==> config.mk <==
export PLATFORM = sky130hd
export DESIGN_NAME = key_scanner
export DESIGN_NICKNAME = d
export VERILOG_FILES = /design/src/rtl/capiano_pkg.sv /design/src/rtl/key_scanner_luma_cmp.sv /design/src/rtl/key_scanner.sv
export SDC_FILE = /design/constraint.sdc
export NUM_CORES = 1
export LEC_CHECK = 0
export CORE_ASPECT_RATIO = 1.1
export CORE_MARGIN = 1.5
export CORE_UTILIZATION = 40
export DETAILED_ROUTE_END_ITERATION = 16
export SLEW_MARGIN = 20
export SYNTH_ARGS = -nofsm -noshare
export SYNTH_HDL_FRONTEND = slang
export SYNTH_SLANG_ARGS = --single-unit
==> constraint.sdc <==
create_clock -name clk -period 6.1 [get_ports clk]
set_clock_uncertainty 0.15 [all_clocks]
set_input_delay 1.22 -clock clk [delete_from_list [all_inputs] [get_ports clk]]
set_output_delay 1.22 -clock clk [all_outputs]
set_load 0.01 [all_outputs]
==> src/rtl/capiano_pkg.sv <==
// Frame geometry, frame-buffer address layout and RGB333 field offsets,
// shared by the camera buffer writer and the key scanner.
package capiano_pkg;

  localparam int FRAME_W = 160;
  localparam int FRAME_H = 120;

  localparam int ADDR_W = 32;
  localparam int X_LSB  = 2;
  localparam int X_W    = 8;
  localparam int Y_LSB  = 18;
  localparam int Y_W    = 7;

  localparam int PIX_W  = 9;
  localparam int CH_W   = 3;
  localparam int R_LSB  = 6;
  localparam int G_LSB  = 3;
  localparam int B_LSB  = 0;

  localparam int LUMA_W = 5;
  localparam int CNT_W  = 12;

  typedef enum logic [1:0] {
    S_IDLE,
    S_SCAN,
    S_DRAIN,
    S_DONE
  } scan_state_t;

  // Byte address of pixel (x, y); unused address bits stay zero.
  function automatic logic [ADDR_W-1:0] fb_addr(input logic [X_W-1:0] x,
                                                input logic [Y_W-1:0] y);
    logic [ADDR_W-1:0] a;
    a = '0;
    a[Y_LSB +: Y_W] = y;
    a[X_LSB +: X_W] = x;
    return a;
  endfunction

endpackage

==> src/rtl/key_scanner_luma_cmp.sv <==
// RGB333 pixel -> dark flag (R+G+B < LUMA_TH); purely combinational.
// Latency 0; backpressure: none.
module luma_cmp
  import capiano_pkg::*;
#(
  parameter int LUMA_TH = 6
) (
  input  logic [PIX_W-1:0] pix,
  output logic             dark
);

  logic [LUMA_W-1:0] luma;

  always_comb begin
    luma = LUMA_W'(pix[R_LSB +: CH_W]) + LUMA_W'(pix[G_LSB +: CH_W])
         + LUMA_W'(pix[B_LSB +: CH_W]);
    dark = 32'(luma) < 32'(LUMA_TH);
  end

endmodule

==> src/rtl/key_scanner.sv <==
// Scans rows ROW_START..ROW_END of the frame buffer, counts dark pixels per key band
// and publishes key_mask; done 1 frame-slice + 2 cycles after start; no backpressure, start ignored while busy.
module key_scanner
  import capiano_pkg::*;
#(
  parameter int NUM_KEYS  = 8,
  parameter int KEY_W     = 20,
  parameter int ROW_START = 80,
  parameter int ROW_END   = 119,
  parameter int LUMA_TH   = 6,
  parameter int CNT_TH    = 200
) (
  input  logic                clk,
  input  logic                rst_n,
  input  logic                start,
  output logic [ADDR_W-1:0]   addr,
  input  logic [PIX_W-1:0]    q,
  output logic                busy,
  output logic                done,
  output logic [NUM_KEYS-1:0] key_mask
);

  localparam int KEY_IW = (NUM_KEYS > 1) ? $clog2(NUM_KEYS) : 1;
  localparam int SUB_W  = (KEY_W > 1) ? $clog2(KEY_W) : 1;

  scan_state_t       state_q, state_d;
  logic              accept;
  logic [X_W-1:0]    x_q;
  logic [Y_W-1:0]    y_q;
  logic [SUB_W-1:0]  sub_q;
  logic [KEY_IW-1:0] key_q;
  logic              row_end;
  logic              last_pix;

  logic              pix_vld_q;
  logic [KEY_IW-1:0] pix_key_q;
  logic              dark;
  logic [CNT_W-1:0]  cnt_q [NUM_KEYS];
  logic              done_q;

  assign row_end  = (x_q == X_W'(FRAME_W - 1));
  assign last_pix = row_end && (y_q == Y_W'(ROW_END));

  always_ff @(posedge clk or negedge rst_n) begin
    if (!rst_n) begin
      state_q <= S_IDLE;
    end else begin
      state_q <= state_d;
    end
  end

  always_comb begin
    state_d = state_q;
    busy    = 1'b1;
    accept  = 1'b0;
    case (state_q)
      S_IDLE: begin
        busy = 1'b0;
        if (start) begin
          accept  = 1'b1;
          state_d = S_SCAN;
        end
      end
      S_SCAN:  if (last_pix) state_d = S_DRAIN;
      S_DRAIN: state_d = S_DONE;
      S_DONE:  state_d = S_IDLE;
      default: state_d = S_IDLE;
    endcase
  end

  // Raster position; band is tracked by sub/key counters so no divide is needed.
  always_ff @(posedge clk or negedge rst_n) begin
    if (!rst_n) begin
      x_q   <= '0;
      y_q   <= '0;
      sub_q <= '0;
      key_q <= '0;
    end else if (accept) begin
      x_q   <= '0;
      y_q   <= Y_W'(ROW_START);
      sub_q <= '0;
      key_q <= '0;
    end else if (state_q == S_SCAN && !last_pix) begin
      if (row_end) begin
        x_q   <= '0;
        y_q   <= y_q + Y_W'(1);
        sub_q <= '0;
        key_q <= '0;
      end else begin
        x_q <= x_q + X_W'(1);
        if (sub_q == SUB_W'(KEY_W - 1)) begin
          sub_q <= '0;
          key_q <= key_q + KEY_IW'(1);
        end else begin
          sub_q <= sub_q + SUB_W'(1);
        end
      end
    end
  end

  // Address is a pure function of the raster registers, so it holds in IDLE.
  assign addr = fb_addr(x_q, y_q);

  always_ff @(posedge clk or negedge rst_n) begin
    if (!rst_n) begin
      pix_vld_q <= 1'b0;
      pix_key_q <= '0;
    end else begin
      pix_vld_q <= (state_q == S_SCAN);
      pix_key_q <= key_q;
    end
  end

  luma_cmp #(
    .LUMA_TH(LUMA_TH)
  ) u_luma_cmp (
    .pix  (q),
    .dark (dark)
  );

  always_ff @(posedge clk or negedge rst_n) begin
    if (!rst_n) begin
      for (int k = 0; k < NUM_KEYS; k++) cnt_q[k] <= '0;
    end else if (accept) begin
      for (int k = 0; k < NUM_KEYS; k++) cnt_q[k] <= '0;
    end else if (pix_vld_q && dark) begin
      for (int k = 0; k < NUM_KEYS; k++) begin
        if (pix_key_q == KEY_IW'(k) && cnt_q[k] != '1) begin
          cnt_q[k] <= cnt_q[k] + CNT_W'(1);
        end
      end
    end
  end

  always_ff @(posedge clk or negedge rst_n) begin
    if (!rst_n) begin
      key_mask <= '0;
      done_q   <= 1'b0;
    end else begin
      done_q <= (state_q == S_DONE);
      if (state_q == S_DONE) begin
        for (int k = 0; k < NUM_KEYS; k++) begin
          key_mask[k] <= 32'(cnt_q[k]) >= 32'(CNT_TH);
        end
      end
    end
  end

  assign done = done_q;

endmodule

# Yosys cells after proc, flatten, opt, wreduce, memory -nomap -nowiden
# Index checks and enable logic that the tools add are counted.
[classes]
shift = 0
n_reduce_logical = 37
n_eq_ne = 23
addsub = 14
muxes = 30
bitwise_logic = 0
div = 0
multipliers = 0
magnitude_cmp = 9
[op_table]
columns = ["operator", "count"]
rows = [
  ["96-bit 2-to-1 mux", 2],
  ["12-bit by 1-bit adder with 12-bit output (second input constant)", 8],
  ["12-bit by 8-bit greater-or-equal comparator with 1-bit output (second input constant)", 8],
  ["12-bit 2-to-1 mux", 8],
  ["12-bit inequality test (second input constant)", 8],
  ["8-bit 2-to-1 mux", 3],
  ["2-bit AND reduction", 11],
  ["2-bit nonzero test", 11],
  ["7-bit 2-to-1 mux", 3],
  ["5-bit 2-to-1 mux", 4],
  ["3-bit equality test (second input constant)", 4],
  ["3-bit 2-to-1 mux", 4],
  ["1-bit logical AND", 11],
  ["8-bit by 1-bit adder with 8-bit output (second input constant)", 1],
  ["8-bit equality test (second input constant)", 1],
  ["2-bit case mux with 4 select lines", 1],
  ["7-bit by 1-bit adder with 7-bit output (second input constant)", 1],
  ["7-bit equality test (second input constant)", 1],
  ["3-bit by 2-bit equality test with 1-bit output (second input constant)", 2],
  ["5-bit by 1-bit adder with 5-bit output (second input constant)", 1],
  ["5-bit by 3-bit adder with 5-bit output", 1],
  ["5-bit equality test (second input constant)", 1],
  ["5-bit by 3-bit less-than comparator with 1-bit output (second input constant)", 1],
  ["3-bit by 3-bit adder with 4-bit output", 1],
  ["other kinds (11)", 16],
]
[totals]
latchBits = 0
ff_bits = 134
mem_bits_ro = 0
word_cells = 130
mem_count = 0
mem_bits_rw = 0

# Longest topological paths before layout
# Gate-level depths: netlist of run 1.
[depth]
ltp_word = 6
depth_mapped = 12
depth_no_buf = 9

# By module
# From an unflattened synthesis of run 1, not the netlist that was laid out.
[hier_totals]
hier_cells = 857
hier_area_um2 = 7841.3
[by_module_without_submodules]
columns = ["mod", "seq_area_each_um2", "area_each_um2", "cells_each", "instances"]
rows = [
  ["key_scanner", 3353.2, 7678.6, 839, 1],
  ["luma_cmp", 0.0, 162.7, 18, 1],
]

# Worst setup path after synthesis of run 1
# OpenSTA, ideal clock, no wires.
[synth_path]
kind = "input-to-reg"
startpoint = "in q[3]"
endpoint = "reg cnt_q[81] (netlist bit)"
slack_ns = 1.936
arrival_ns = 3.936
path_stages = 10
required_time_ns = 5.872
path_cell_list = "ha_1 fa_1 inv_1 fa_1 xnor2_1 a2111oi_4 o311ai_1 buf_2 or4_1 a21oi_1"
[synth_via]
elab_chain_cells = 6
[synth_lines]
columns = ["item", "line", "rtl"]
rows = [
  ["start, declared", "key_scanner.sv:17", "input logic [PIX_W-1:0] q,"],
  ["3-bit by 3-bit adder with 4-bit output", "key_scanner_luma_cmp.sv:15", "luma = LUMA_W'(pix[R_LSB +: CH_W]) + LUMA_W'(pix[G_LSB +: CH_W])"],
  ["5-bit by 3-bit adder with 5-bit output", "key_scanner_luma_cmp.sv:16", "+ LUMA_W'(pix[B_LSB +: CH_W]);"],
  ["5-bit by 3-bit less-than comparator with 1-bit output", "key_scanner_luma_cmp.sv:17", "dark = 32'(luma) < 32'(LUMA_TH);"],
  ["1-bit logical AND", "key_scanner.sv:126", "end else if (pix_vld_q && dark) begin"],
  ["2-bit nonzero test (no line)", "-", ""],
  ["2-bit AND reduction (no line)", "-", ""],
  ["end signal, assigned by index", "key_scanner.sv:129", "cnt_q[k] <= cnt_q[k] + CNT_W'(1);"],
  ["end, declared", "key_scanner.sv:38", "logic [CNT_W-1:0] cnt_q [NUM_KEYS];"],
]
# Every way passes these cells.
# A chain may end at the register's enable or synchronous reset.

# Worst setup path in the final report of run 1
[layout_path]
startpoint = "in q[3]"
endpoint = "reg cnt_q[41] (netlist bit)"
# Same word-level chain as after synthesis.

==> results.yml, run 1 <==
outcome:
  status: "finished, final reports clean"
detailed_routing:
  drt_iter0_markers: 391
  avgViaCountPerCell: 5.83
  wl_per_cell_um: 15.3
  num_vias: 6653
  drc: 0
  drt-pass1-iter-count: 4
  totalWireLength_um: 17500
  postRouteAntennaNets: 0
critical_path:
  path_cells: "clkdlybuf4s50_1 -> ha_1 -> fa_1 -> inv_1 -> fa_1 -> xnor2_1 -> a21oi_1 -> nand3b_1 -> or4_1 -> a21oi_1"
  crit_buf_inv: 2
  cp.arrival_ns: 4.86
  critPathMaxStageDelay_ns: 0.68
  crit_slowest_cell: "or4_1"
  reg2reg_from: "x_q[5]"
  crit_required_ns: 6.29
  worst-setup-path-type: "input port to register"
  crit_family: "simple AND/OR/NAND/NOR gates"
  startpoint_type: "input port"
  r2r.worst_path.cells: 5
  r2r_end: "key_q[0]"
  rrSetupSlack_ns: 3.28
  end_kind: "register"
  critPathMaxFanout: 23
finish:
  final_cell_mix: "dfrtp_1, a21oi_1, o31ai_1"
  diodes: 0
  n_fill_cell: 1786
  drive_gt1_frac: 0.0604
  nets: 925
  mostFrequentLayoutCell: "dfrtp_1"
  areaGrowthSynthToFinish_pct: 14.3
timing:
  max_freq_mhz: 214
  post-route-min-period_ns: 4.67
  fin_ws_ns: 1.43
  worst_pin_slew_ns: 0.997
  finalMaxSlewViolations: 0
  max_slew_margin: 0.335
  finalCritPeriodShare: 0.766
  finalSetupViolations: 0
  fin_tns_setup_ns: 0
  final_hold_viol_count: 0
  rsz0062_at_grt: "no"
synth:
  synth-main-ff-cell: "dfrtp_1"
  synth_xor_area_frac: 0.00879
  netlist_area_um2: 7970
  synth_edf_count: 0
  seq_area_frac_synth: 0.421
  synthAdderAreaFrac: 0.0521
  ys_ff_latch: 134
  synth.area.mux_share: 0.0279
  synthTopCellsByArea: "dfrtp_1, o31ai_1, or4_1"
  synth_cell_type_count: 57
  yosys.area_share.simple: 0.254
  synth_top_cell_by_area: "dfrtp_1"
  yosysWarnings: 0
  synth_top_cell_area_share: 0.421
  synth_compound_area_frac: 0.179
  async_flop_share: 1.00
  synth_top_family_by_area: "simple AND/OR/NAND/NOR gates"
  avgSynthCellArea_um2: 9.15
  netlist_instances: 871
clock_network:
  cts-htree-levels: 4
  clkTransAtPathRegs_ns: 0.06
  cts_root_buf: "clkbuf_16"
  cts_resized: 0
  hold_buffers: 0
  clk_latency_ns: 0.42
  cts_setup_buffers: 0
  cts.sinks: 134
  cts_buffers: 17
  cts_tree: "built"
  clockBufferDepth: 2
power:
  switchingPower_mw: 0.670
  p_sw_frac: 0.280
  intPower_mw: 1.72
  clock_power_share: 0.466
  power_frac_comb: 0.111
  p_leak_nw: 3.59
  ir_drop_mv: 0.216
  fin_total_pwr_mw: 2.39
  seq_power_share: 0.423
  p_per_area_nw_per_um2: 263
die:
  die_h_um: 151
  top_level_ports: 54
  core_area_um2: 19300
  start_util: 0.413
  rows: 53
  dieArea_um2: 20800
  die-width_um: 138
global_route:
  met2_usage: 0.279
  busiest_layer: "met2"
  grt_use_met3: 0.0284
  grt_pass1_vias: 5943
  grt_pass1_wl_um: 29700
  grt_max_degree: 93
  grt_usage: 0.179
  met1_usage: 0.251
  overflow: 0
  antenna_found_initial: 0
hold_path:
  hold_class: "register to register"
  hold_depth: 0
  hp-start: "key_q[2]"
  hold_path_end: "pix_key_q[2]"
placed_design:
  routabilityCongestion: 0.772
  port_buffers: 36
  hpwl_um: 10900
  pre_cts_ws_ns: 1.00
flow_run:
  maxCapViolations: 0
==> power by group through the flow <==
stage          clock, mW  sequential, mW  combinational [mW]
5_1_grt             1.18            1.03               0.310
2_1_floorplan          0            1.01               0.210
3_5_place_dp           0            1.03               0.268
6_report            1.12            1.01               0.265
4_1_cts             1.14            1.01               0.268
3_3_place_gp           0            1.03               0.262
==> final cells by class <==
type / count / area, µm² / share of cell area
clock buffers: 18 / 439 / 0.0482
clock inverters: 14 / 199 / 0.0218
inverters: 33 / 124 / 0.0136
multi-input cells: 651 / 4270 / 0.468
flip-flops and latches: 134 / 3350 / 0.368
well taps: 247 / 309 / 0.0339
repair buffers: 44 / 422 / 0.0463
==> worst max path at each step <==
stage          start   endpoint  cells after the start
6_report        q[3]  cnt_q[41]                     10
3_3_place_gp    q[3]  cnt_q[43]                     10
5_1_grt         q[3]  cnt_q[41]                     10
3_5_place_dp    q[3]  cnt_q[45]                     10
2_1_floorplan   q[3]  cnt_q[81]                     10
4_1_cts         q[3]  cnt_q[47]                     10
==> cells by family after synthesis <==
family                     Yosys count
AOI/OAI and AO/OA                  218
xor gates and xnor gates             8
adders and majority gates           32
buffers and inverters              102
DFF                                134
muxes                               22
other                                1
and+or+nand+nor                    354
==> cells in the mapped netlist, types with 2 or more instances <==
| cell type | count |
|---|---|
| dfrtp_1 | 134 |
| a21oi_1 | 80 |
| o31ai_1 | 70 |
| nand2_1 | 63 |
| or4_1 | 61 |
| nand3_1 | 58 |
| clkbuf_1 | 46 |
| inv_1 | 33 |
| nor2_1 | 31 |
| ha_1 | 30 |
| and3_1 | 23 |
| nand2b_1 | 22 |
| mux2i_1 | 20 |
| nand4_1 | 19 |
| o21ai_0 | 18 |
| buf_4 | 17 |
| nor3_1 | 13 |
| nor4_1 | 13 |
| o211ai_1 | 12 |
| and4_1 | 10 |
| or3_1 | 10 |
| a31oi_1 | 9 |
| nor3b_1 | 8 |
| o311ai_0 | 8 |
| and2_1 | 6 |
| buf_2 | 4 |
| xnor2_1 | 4 |
| xor2_1 | 4 |
| nand3b_1 | 3 |
| nor4b_1 | 3 |
| o31a_1 | 3 |
| o41ai_1 | 3 |
| or2_2 | 3 |
| buf_1 | 2 |
| fa_1 | 2 |
| mux2_2 | 2 |
| nor2b_1 | 2 |
| o21a_1 | 2 |
| or3b_2 | 2 |
==> per-stage QoR <==
stage / area [µm²] / util / hold slack [ns] / std cells
floorplan: 8030 / - / 0.222 / 887
global placement: 8450 / 0.438 / 0.236 / 1108
detailed placement: 8450 / 0.438 / 0.242 / 1108
CTS: 9090 / 0.471 / 0.256 / 1140
global route: 9110 / 0.472 / 0.272 / 1141
finish: 9110 / 0.472 / 0.248 / 1141
==> routing by layer <==
layer  wire, µm  part of all wire  vias to the layer above
li1           -                 -                     3301
met1       8530              0.49                     3236
met2       8270              0.47                       95
met3        427             0.024                       21
met4        284             0.016                        0
met5          0                 0                        -
==> sequential cells by signal, summed over array words and instances (netlist names) <==
| register | flops |
|---|---|
| cnt_q | 96 |
| key_mask | 8 |
| x_q | 8 |
| y_q | 7 |
| sub_q | 5 |
| key_q | 3 |
| pix_key_q | 3 |
| state_q | 2 |
| done | 1 |
| pix_vld_q | 1 |
Power figures use the tool's default switching activity.
==> run 2: changes to the inputs <==
==> constraint.sdc (replaced) <==
create_clock -name clk -period 4.65 [get_ports clk]
set_clock_uncertainty 0.15 [all_clocks]
set_input_delay 0.93 -clock clk [delete_from_list [all_inputs] [get_ports clk]]
set_output_delay 0.93 -clock clk [all_outputs]
set_load 0.01 [all_outputs]
==> results.yml, run 2 (synthesis gave the netlist of run 1 again) <==
clock_network:
  cts_resized: 0
  cts_setup_buffers: 0
  clockBufferDepth: 2
  cts_buffers: 17
  cts_tree: "built"
  cts-htree-levels: 4
  hold_buffers: 0
  clkTransAtPathRegs_ns: 0.06
  cts_root_buf: "clkbuf_16"
  clk_latency_ns: 0.43
  cts.sinks: 134
finish:
  areaGrowthSynthToFinish_pct: 15.6
  post-route-cell-area_um2: 9220
  mostFrequentLayoutCell: "dfrtp_1"
  diodes: 0
  largest_reg_flops: 96
  top_regs: "cnt_q: 96 flops, key_mask: 8 flops, x_q: 8 flops"
  final_cell_mix: "dfrtp_1, a21oi_1, o31ai_1"
  nets: 935
  drive_gt1_frac: 0.0708
  top_register: "cnt_q"
global_route:
  antenna_found_initial: 0
  grt_max_degree: 106
  grt_pass1_wl_um: 30800
  overflow: 0
  grt_pass1_vias: 6145
  grt_usage: 0.186
critical_path:
  crit_buf_inv: 3
  cp.arrival_ns: 4.34
  crit_slowest_cell: "fa_1"
  critPathMaxStageDelay_ns: 0.52
  worst-setup-path-type: "input port to register"
  end_kind: "register"
  crit_family: "adder cells"
  critPathMaxFanout: 20
  cp_common_cell: "fa_1"
  startpoint_type: "input port"
  crit_required_ns: 4.83
  path_cells: "clkdlybuf4s50_1 -> ha_1 -> fa_1 -> inv_1 -> fa_1 -> xnor2_1 -> a2111oi_4 -> o311ai_2 -> buf_12 -> or4_1 -> a21oi_1"
die:
  start_util: 0.413
  core_area_um2: 19300
  top_level_ports: 54
  rows: 53
  die-width_um: 138
  die_h_um: 151
  dieArea_um2: 20800
timing:
  max_slew_margin: 0.350
  final_hold_viol_count: 0
  finalMaxSlewViolations: 0
  fin_tns_setup_ns: 0
  finalCritPeriodShare: 0.894
  worst_pin_slew_ns: 0.975
  max_freq_mhz: 241
  post-route-min-period_ns: 4.16
  rsz0062_at_grt: "no"
  finalSetupViolations: 0
  fin_hold_ws_ns: 0.250
placed_design:
  hpwl_um: 11300
  routabilityCongestion: 0.765
  postPlaceCellArea_um2: 8590
  port_buffers: 36
power:
  fin_total_pwr_mw: 3.14
  ir_drop_mv: 0.255
  p_leak_nw: 3.65
  p_per_area_nw_per_um2: 340
detailed_routing:
  drt_iter0_markers: 372
  avgViaCountPerCell: 5.80
  drc: 0
  postRouteAntennaNets: 0
  drt-pass1-iter-count: 4
  num_vias: 6672
  totalWireLength_um: 18000
  wl_per_cell_um: 15.7
flow_run:
  maxCapViolations: 0
outcome:
  status: "finished, final reports clean"
hold_path:
  hold_class: "register to register"
## run 2: cell count changes in the layout (fill, tap and decap cells not counted)
cell / previous run / this run
clkinv_2: 2 / 5
clkinv_4: 4 / 3
o311ai_4: 1 / 0
nand2_2: 0 / 1
inv_6: 3 / 0
nand2_4: 1 / 0
buf_12: 0 / 4
o311ai_2: 0 / 1
buf_4: 7 / 14
clkbuf_8: 1 / 2
clkbuf_4: 1 / 0
## run 2: worst paths after layout
check	from	endpoint	slack (ns)	cells past startpoint
min	key_q[2]	pix_key_q[2]	0.25	0
min reg2reg	key_q[2]	pix_key_q[2]	0.25	0
min in group asynchronous	rst_n	cnt_q[26]	0.39	1
max reg2reg	x_q[5]	key_q[0]	1.90	5
max	q[3]	cnt_q[80]	0.49	11
max in group asynchronous	rst_n	cnt_q[35]	3.05	2
## run 2: per-stage QoR
| step | utilization | cells | worst slack (ns) |
|---|---|---|---|
| floorplan | - | 887 | 0.776 |
| global placement | 0.445 | 1119 | 0.106 |
| detailed placement | 0.445 | 1119 | 0.0571 |
| CTS | 0.478 | 1151 | 0.490 |
| global route | 0.478 | 1151 | 0.318 |
| finish | 0.478 | 1151 | 0.494 |
## run 2: worst register-to-register path, cell delays in order, from the launching register on
cell     delay [ns]
dfrtp_1        0.44
or3b_2         0.51
o41a_1         0.46
nor2_1         0.53
nor2_1         0.23
mux2_2         0.32
## run 2: layer usage
layer,global-route usage,up-vias,routed length (µm)
li1,-,3314,-
met1,0.252,3268,8750
met2,0.300,74,8700
met3,0.0298,16,390
met4,0.0647,0,189
met5,0,-,0
## run 2: cell type report
cell class,count,area [µm²]
Clock inverter,13,179
Inverter,33,124
Tap cell,247,309
Clock buffer,19,453
Multi-Input combinational cell,651,4250
Fill cell,1792,10100
Sequential cell,134,3350
Timing Repair Buffer,54,547
## run 2: where the power goes
| group | internal, mW | total [mW] | switching (mW) |
|---|---|---|---|
| Clock | 0.923 | 1.44 | 0.521 |
| Sequential | 1.24 | 1.33 | 0.0920 |
| Combinational | 0.123 | 0.367 | 0.245 |
| Total | 2.28 | 3.14 | 0.858 |
